`src/rtl/vr_fifo_32.sv`:
```
// ----------------------------------------------------------------------------
// vr_fifo_32 - 32-bit valid/ready FIFO with fully registered handshake flags.
//
// Both ready_o and valid_o come straight from flops, so there is no
// combinational path from the upstream side (valid_i/data_i) to the
// downstream side (valid_o/data_o), nor from ready_i back to ready_o.
// count is the single source of truth for full/empty; the pointers are
// never compared against each other.
//
// Parameters:
//   DEPTH     number of 32-bit entries (power of 2, >= 2)
//   AF_LEVEL  almost-full threshold (1..DEPTH), only with the macro below
//
// Optional feature macro: VR_FIFO_ALMOST_FULL_EN
//   defined   -> almost_full_o port exists, registered (count_next >= AF_LEVEL)
//   undefined -> no almost_full_o port, AF_LEVEL ignored
//
// Ports:
//   clk            in   clock, rising edge
//   reset_n        in   asynchronous active-low reset
//   flush_i        in   synchronous clear of all contents (wins over push/pop)
//   valid_i        in   upstream data valid
//   data_i   [31:0] in  upstream data
//   ready_o        out  FIFO can accept data (registered)
//   valid_o        out  head entry valid (registered)
//   data_o   [31:0] out head entry data, 0 when valid_o is low
//   ready_i        in   downstream accepts head entry
//   count_o        out  number of entries held, 0..DEPTH
//   almost_full_o  out  registered almost-full flag (macro only)
// ----------------------------------------------------------------------------
module vr_fifo_32 #(
    parameter int DEPTH    = 4,
    parameter int AF_LEVEL = DEPTH - 1
) (
    input  logic                     clk,
    input  logic                     reset_n,
    input  logic                     flush_i,
    input  logic                     valid_i,
    input  logic [31:0]              data_i,
    output logic                     ready_o,
    output logic                     valid_o,
    output logic [31:0]              data_o,
    input  logic                     ready_i,
    output logic [$clog2(DEPTH):0]   count_o
`ifdef VR_FIFO_ALMOST_FULL_EN
    ,
    output logic                     almost_full_o
`endif
);

    localparam int PTR_W = $clog2(DEPTH);
    localparam int CNT_W = PTR_W + 1;

    // Elaboration-time parameter legality checks
    if (DEPTH < 2 || (DEPTH & (DEPTH - 1)) != 0) begin : g_bad_depth
        $error("vr_fifo_32: DEPTH must be a power of 2 and at least 2");
    end
`ifdef VR_FIFO_ALMOST_FULL_EN
    if (AF_LEVEL < 1 || AF_LEVEL > DEPTH) begin : g_bad_af_level
        $error("vr_fifo_32: AF_LEVEL must be in 1..DEPTH");
    end
`endif

    logic [31:0]      mem_q [DEPTH];
    logic [PTR_W-1:0] wr_ptr_q, wr_ptr_d;
    logic [PTR_W-1:0] rd_ptr_q, rd_ptr_d;
    logic [CNT_W-1:0] count_q, count_d;
    logic             ready_q, ready_d;
    logic             valid_q, valid_d;
    logic             push_s;
    logic             pop_s;

    // Handshakes use the registered flags, never the raw neighbour signals
    assign push_s = valid_i & ready_q;
    assign pop_s  = valid_q & ready_i;

    // Next-state for pointers, occupancy and the registered flags
    always_comb begin
        wr_ptr_d = wr_ptr_q;
        rd_ptr_d = rd_ptr_q;
        count_d  = count_q;
        if (flush_i) begin
            wr_ptr_d = {PTR_W{1'b0}};
            rd_ptr_d = {PTR_W{1'b0}};
            count_d  = {CNT_W{1'b0}};
        end else begin
            if (push_s) begin
                wr_ptr_d = wr_ptr_q + PTR_W'(1);
            end else begin
                wr_ptr_d = wr_ptr_q;
            end
            if (pop_s) begin
                rd_ptr_d = rd_ptr_q + PTR_W'(1);
            end else begin
                rd_ptr_d = rd_ptr_q;
            end
            case ({push_s, pop_s})
                2'b10:   count_d = count_q + CNT_W'(1);
                2'b01:   count_d = count_q - CNT_W'(1);
                default: count_d = count_q;
            endcase
        end
        ready_d = (count_d != CNT_W'(DEPTH));
        valid_d = (count_d != {CNT_W{1'b0}});
    end

    // Control state register with asynchronous reset
    always_ff @(posedge clk or negedge reset_n) begin
        if (!reset_n) begin
            wr_ptr_q <= {PTR_W{1'b0}};
            rd_ptr_q <= {PTR_W{1'b0}};
            count_q  <= {CNT_W{1'b0}};
            ready_q  <= 1'b1;
            valid_q  <= 1'b0;
        end else begin
            wr_ptr_q <= wr_ptr_d;
            rd_ptr_q <= rd_ptr_d;
            count_q  <= count_d;
            ready_q  <= ready_d;
            valid_q  <= valid_d;
        end
    end

    // Storage write; not reset, and a flush drops the same-cycle push
    always_ff @(posedge clk) begin
        if (push_s && !flush_i) begin
            mem_q[wr_ptr_q] <= data_i;
        end
    end

    // The head slot cannot be overwritten while valid (a push needs count < DEPTH),
    // so data_o stays stable until it is popped.
    assign data_o  = valid_q ? mem_q[rd_ptr_q] : 32'h0;
    assign ready_o = ready_q;
    assign valid_o = valid_q;
    assign count_o = count_q;

`ifdef VR_FIFO_ALMOST_FULL_EN
    logic af_q, af_d;

    // Almost-full flag looks ahead at the next occupancy like the other flags
    always_comb begin
        af_d = (count_d >= CNT_W'(AF_LEVEL));
    end

    // Almost-full flag register
    always_ff @(posedge clk or negedge reset_n) begin
        if (!reset_n) begin
            af_q <= 1'b0;
        end else begin
            af_q <= af_d;
        end
    end

    assign almost_full_o = af_q;
`endif

endmodule

```
`config.mk`:
```
export PLATFORM = sky130hd
export DESIGN_NAME = vr_fifo_32
export DESIGN_NICKNAME = d
export VERILOG_FILES = /design/src/rtl/vr_fifo_32.sv
export SDC_FILE = /design/constraint.sdc
export NUM_CORES = 1
export LEC_CHECK = 0
export BUFFER_PORTS_ARGS = -buffer_cell sky130_fd_sc_hd__buf_2
export CAP_MARGIN = 20
export CORE_MARGIN = 5
export CORE_UTILIZATION = 57
export CTS_CLUSTER_DIAMETER = 200
export DETAILED_ROUTE_END_ITERATION = 16
export PLACE_DENSITY = 0.8
export SLEW_MARGIN = 40
export SYNTH_ARGS = -nofsm -noshare
export SYNTH_HDL_FRONTEND = slang
export SYNTH_SLANG_ARGS = --single-unit
```
`constraint.sdc`:
```
create_clock -name clk -period 2.5 [get_ports clk]
set_clock_uncertainty 0.1 [all_clocks]
set_input_delay 0.5 -clock clk [delete_from_list [all_inputs] [get_ports clk]]
set_output_delay 0.5 -clock clk [all_outputs]
set_load 0.03 [all_outputs]
```
==> summary.md <==
| Metric | Value |
|---|---|
| Yosys warns | 0 |
| Power per Cell Area | 1010 nW/um^2 |
| CTS Sinks | 137 |
| Fraction of layout cells with a size suffix above 1 | 50.1% |
| TritonRoute pass-1 iters | 4 |
| First-pass GRT wire length | 14.6 mm |
| Final instance area | 6840 um^2 |
| Endpoint class of the critical path | output port |
| Vias/cell | 5.30 |
| Commonest cells after routing, fill and taps aside | 128 x edfxtp_1, 51 x buf_2, 32 x mux4_2 |
| CP peak stage delay | 0.42 ns |
| Critical path class | register to output port |
| CTS tree | yes |
| # nets final | 397 |
| CP bufs+invs | 4 |
| Clk slew on worst S/H paths | 0.06 ns |
| CP dominant cell by count | buf_12 |
| Critical-path maximum fanout | 7 |
| Post-layout power | 6890 uW |
| Core ar. | 9240 um^2 |
| Global route total overflow | 0 |
| Starting DRT DRC Count | 158 |
| Fillers | 512 |
| Final setup vio count | 32 |
| Die height | 107 um |
| Gpl congestion | 0.754 |
| Mean Syn Cell Area | 21.3 um^2 |
| Crit start category | register |
| Max Freq | 379 MHz |
| Min Tclk post-route | 2.64 ns |
| H-tree levels | 4 |
| Overall routing resource usage | 17.5% |
| Cell count after synthesis | 254 |
| Total nets after synthesis | 297 |
| Max Buffers Root-to-Sink | 2 |
| Routed wire length | 9.47 mm |
| Most common cell after layout, fill and taps aside | edfxtp_1 |
| Max_cap viols | 0 |
| Post-synth cell types | 27 |
| Placed Area | 5960 um^2 |
| CP arrival | 2.04 ns |
| Worst skew pair latency | 0.49 ns |
| Cts bufs inserted | 17 |
| Initial antenna violation count | 0 |
| Relative slew margins | 70.5% |
| Max-slew violation count | 0 |
| #FFs+latches synth | 137 |
| Failing checks | setup timing |
| Req. time, crit path | 1.90 ns |
| Row count | 35 |
| Initial Utilization | 58.4% |
| N_diodes | 0 |
| Post-Syn Area | 5400 um^2 |
| Final hold vios | 0 |
| Die ar. | 11500 um^2 |
| Largest net degree at the start of global routing | 35 |
| Antenna viol nets, final | 0 |
| P_leak | 0.00246 uW |
| Worst-path cell chain | buf_12 -> buf_12 -> buf_4 -> mux4_2 -> and2_4 -> buf_6 |
| Vias in the first global route | 2833 |
| Dpl hpwl | 5.51 mm |
| Final setup margin | -0.140 ns |
| Final period utilization | 106% |
| Slowest CP cell | dfrtp_2 |
| Die width | 107 um |
| RSZ-0062 raised after global routing | true |
| Vias | 2629 |
| Worst slew pin tran | 0.436 ns |
| I/O Buffers | 73 |
| WL/cell | 19.1 um |
| Sequential share of the synthesized area | 75.4% |
| IO Pins | 74 |
| CP delay by family, top | buffers and inverters |
| Residual DRC count | 0 |
| VDD IR max | 0.000869 V |
| Status | finished, violations left |
| Area growth, synth to finish | 26.6% |
| Hold/Removal Path Class | primary input to register |
| Root buf cell | clkbuf_8 |
[worst paths after layout]
kind	from	endpoint	slack (ns)	cells after the start
max	rd_ptr_q[0]	data_o[4]	-0.14	6
min	data_i[1]	mem_q[3][1]	0.12	1
max reg2reg	ready_o	valid_o	0.21	6
min reg2reg	ready_o	wr_ptr_q[1]	0.44	2
max in group asynchronous	reset_n	ready_o	1.77	2
min in group asynchronous	reset_n	valid_o	0.29	2
[layout make-up]
class                   count  area (um^2)  share of cell area [%]
clock inverters            13          143                    2.09
flip-flops and latches    137         4070                    59.6
repair buffers             94          776                    11.3
inverters                   3         11.3                   0.165
clock buffers              19          422                    6.17
well taps                 129          161                    2.36
multi-input cells         101         1250                    18.3
[repair_timing]
| item | 4_1_cts | 5_1_grt |
|---|---|---|
| setup endpoints to repair | 32 | 32 |
| hold endpoints to repair | 9 | 0 |
| gates resized for setup | 42 | 40 |
| pin swaps | 0 | 0 |
| hold buffers | 1 | 0 |
| buffers inserted | 6 | 1 |
| gates cloned | 0 | 1 |
[through the flow]
step	std cells	hold slack (ns)	worst slack, ns	util [%]	TNS (ns)
floorplan	254	0.104	0.209	-	0
global placement	455	0.260	0.153	64.5	0
detailed placement	455	0.263	0.0701	64.5	0
CTS	494	0.0850	-0.175	72.7	-4.15
global route	496	0.0881	-0.225	74.0	-5.33
finish	496	0.116	-0.140	74.0	-2.82
[cells by family after synthesis]
| logic type | Yosys count | share of synthesized area [%] |
|---|---|---|
| flip-flops | 137 | 75.4 |
| adder cells (fa/ha/maj) | 6 | 1.53 |
| AND/OR/NAND/NOR | 53 | 5.79 |
| XOR/XNOR | 5 | 0.811 |
| multiplexers | 33 | 13.8 |
| AO/OA/AOI/OAI | 4 | 0.440 |
| buffers and inverters | 16 | 2.22 |
[cell usage after synthesis]
master    instances  share of area (%)
a211o_1           1               0.16
a21oi_1           2               0.19
and2_1           37                4.3
buf_12            3                1.1
buf_2             3               0.28
buf_6             1               0.21
clkbuf_1          6               0.42
dfrtp_1           8                3.7
dfstp_2           1               0.49
edfxtp_1        128                 71
fa_1              1               0.37
ha_1              5                1.2
inv_1             3               0.21
mux2i_1           1               0.19
mux4_1            4                1.9
mux4_2           28                 12
nand2_1           2               0.14
nand2b_1          1               0.12
nand3_1           2               0.19
nor2_1            7               0.49
nor3b_1           1               0.14
nor4b_1           1               0.16
o21ai_0           1              0.093
or2_2             1               0.12
or3b_1            1               0.16
xnor2_1           2               0.32
xor2_1            3               0.49
[registers in the layout, summed over array words and instances, names as in the netlist]
register	flops
mem_q	128
rd_ptr_q	2
count_o	3
ready_o	1
valid_o	1
wr_ptr_q	2
[where the power goes]
group	switching, uW	leakage [uW]	internal (uW)	total, uW
logic	945	0.000925	885	1830
clock network	908	0.000262	1430	2330
registers	68.8	0.00128	2660	2730
total	1920	0.00246	4970	6890
[metal layers]
| layer | part of all wire, % | global-route usage, % | wire length (um) | vias up |
|---|---|---|---|---|
| li1 | - | - | - | 1208 |
| met1 | 41 | 21.1 | 3900 | 1351 |
| met2 | 54 | 30.3 | 5120 | 66 |
| met3 | 4.2 | 4.98 | 399 | 4 |
| met4 | 0.51 | 5.75 | 48 | 0 |
| met5 | 0 | 0 | 0 | - |
Power figures use the tool's default switching activity.
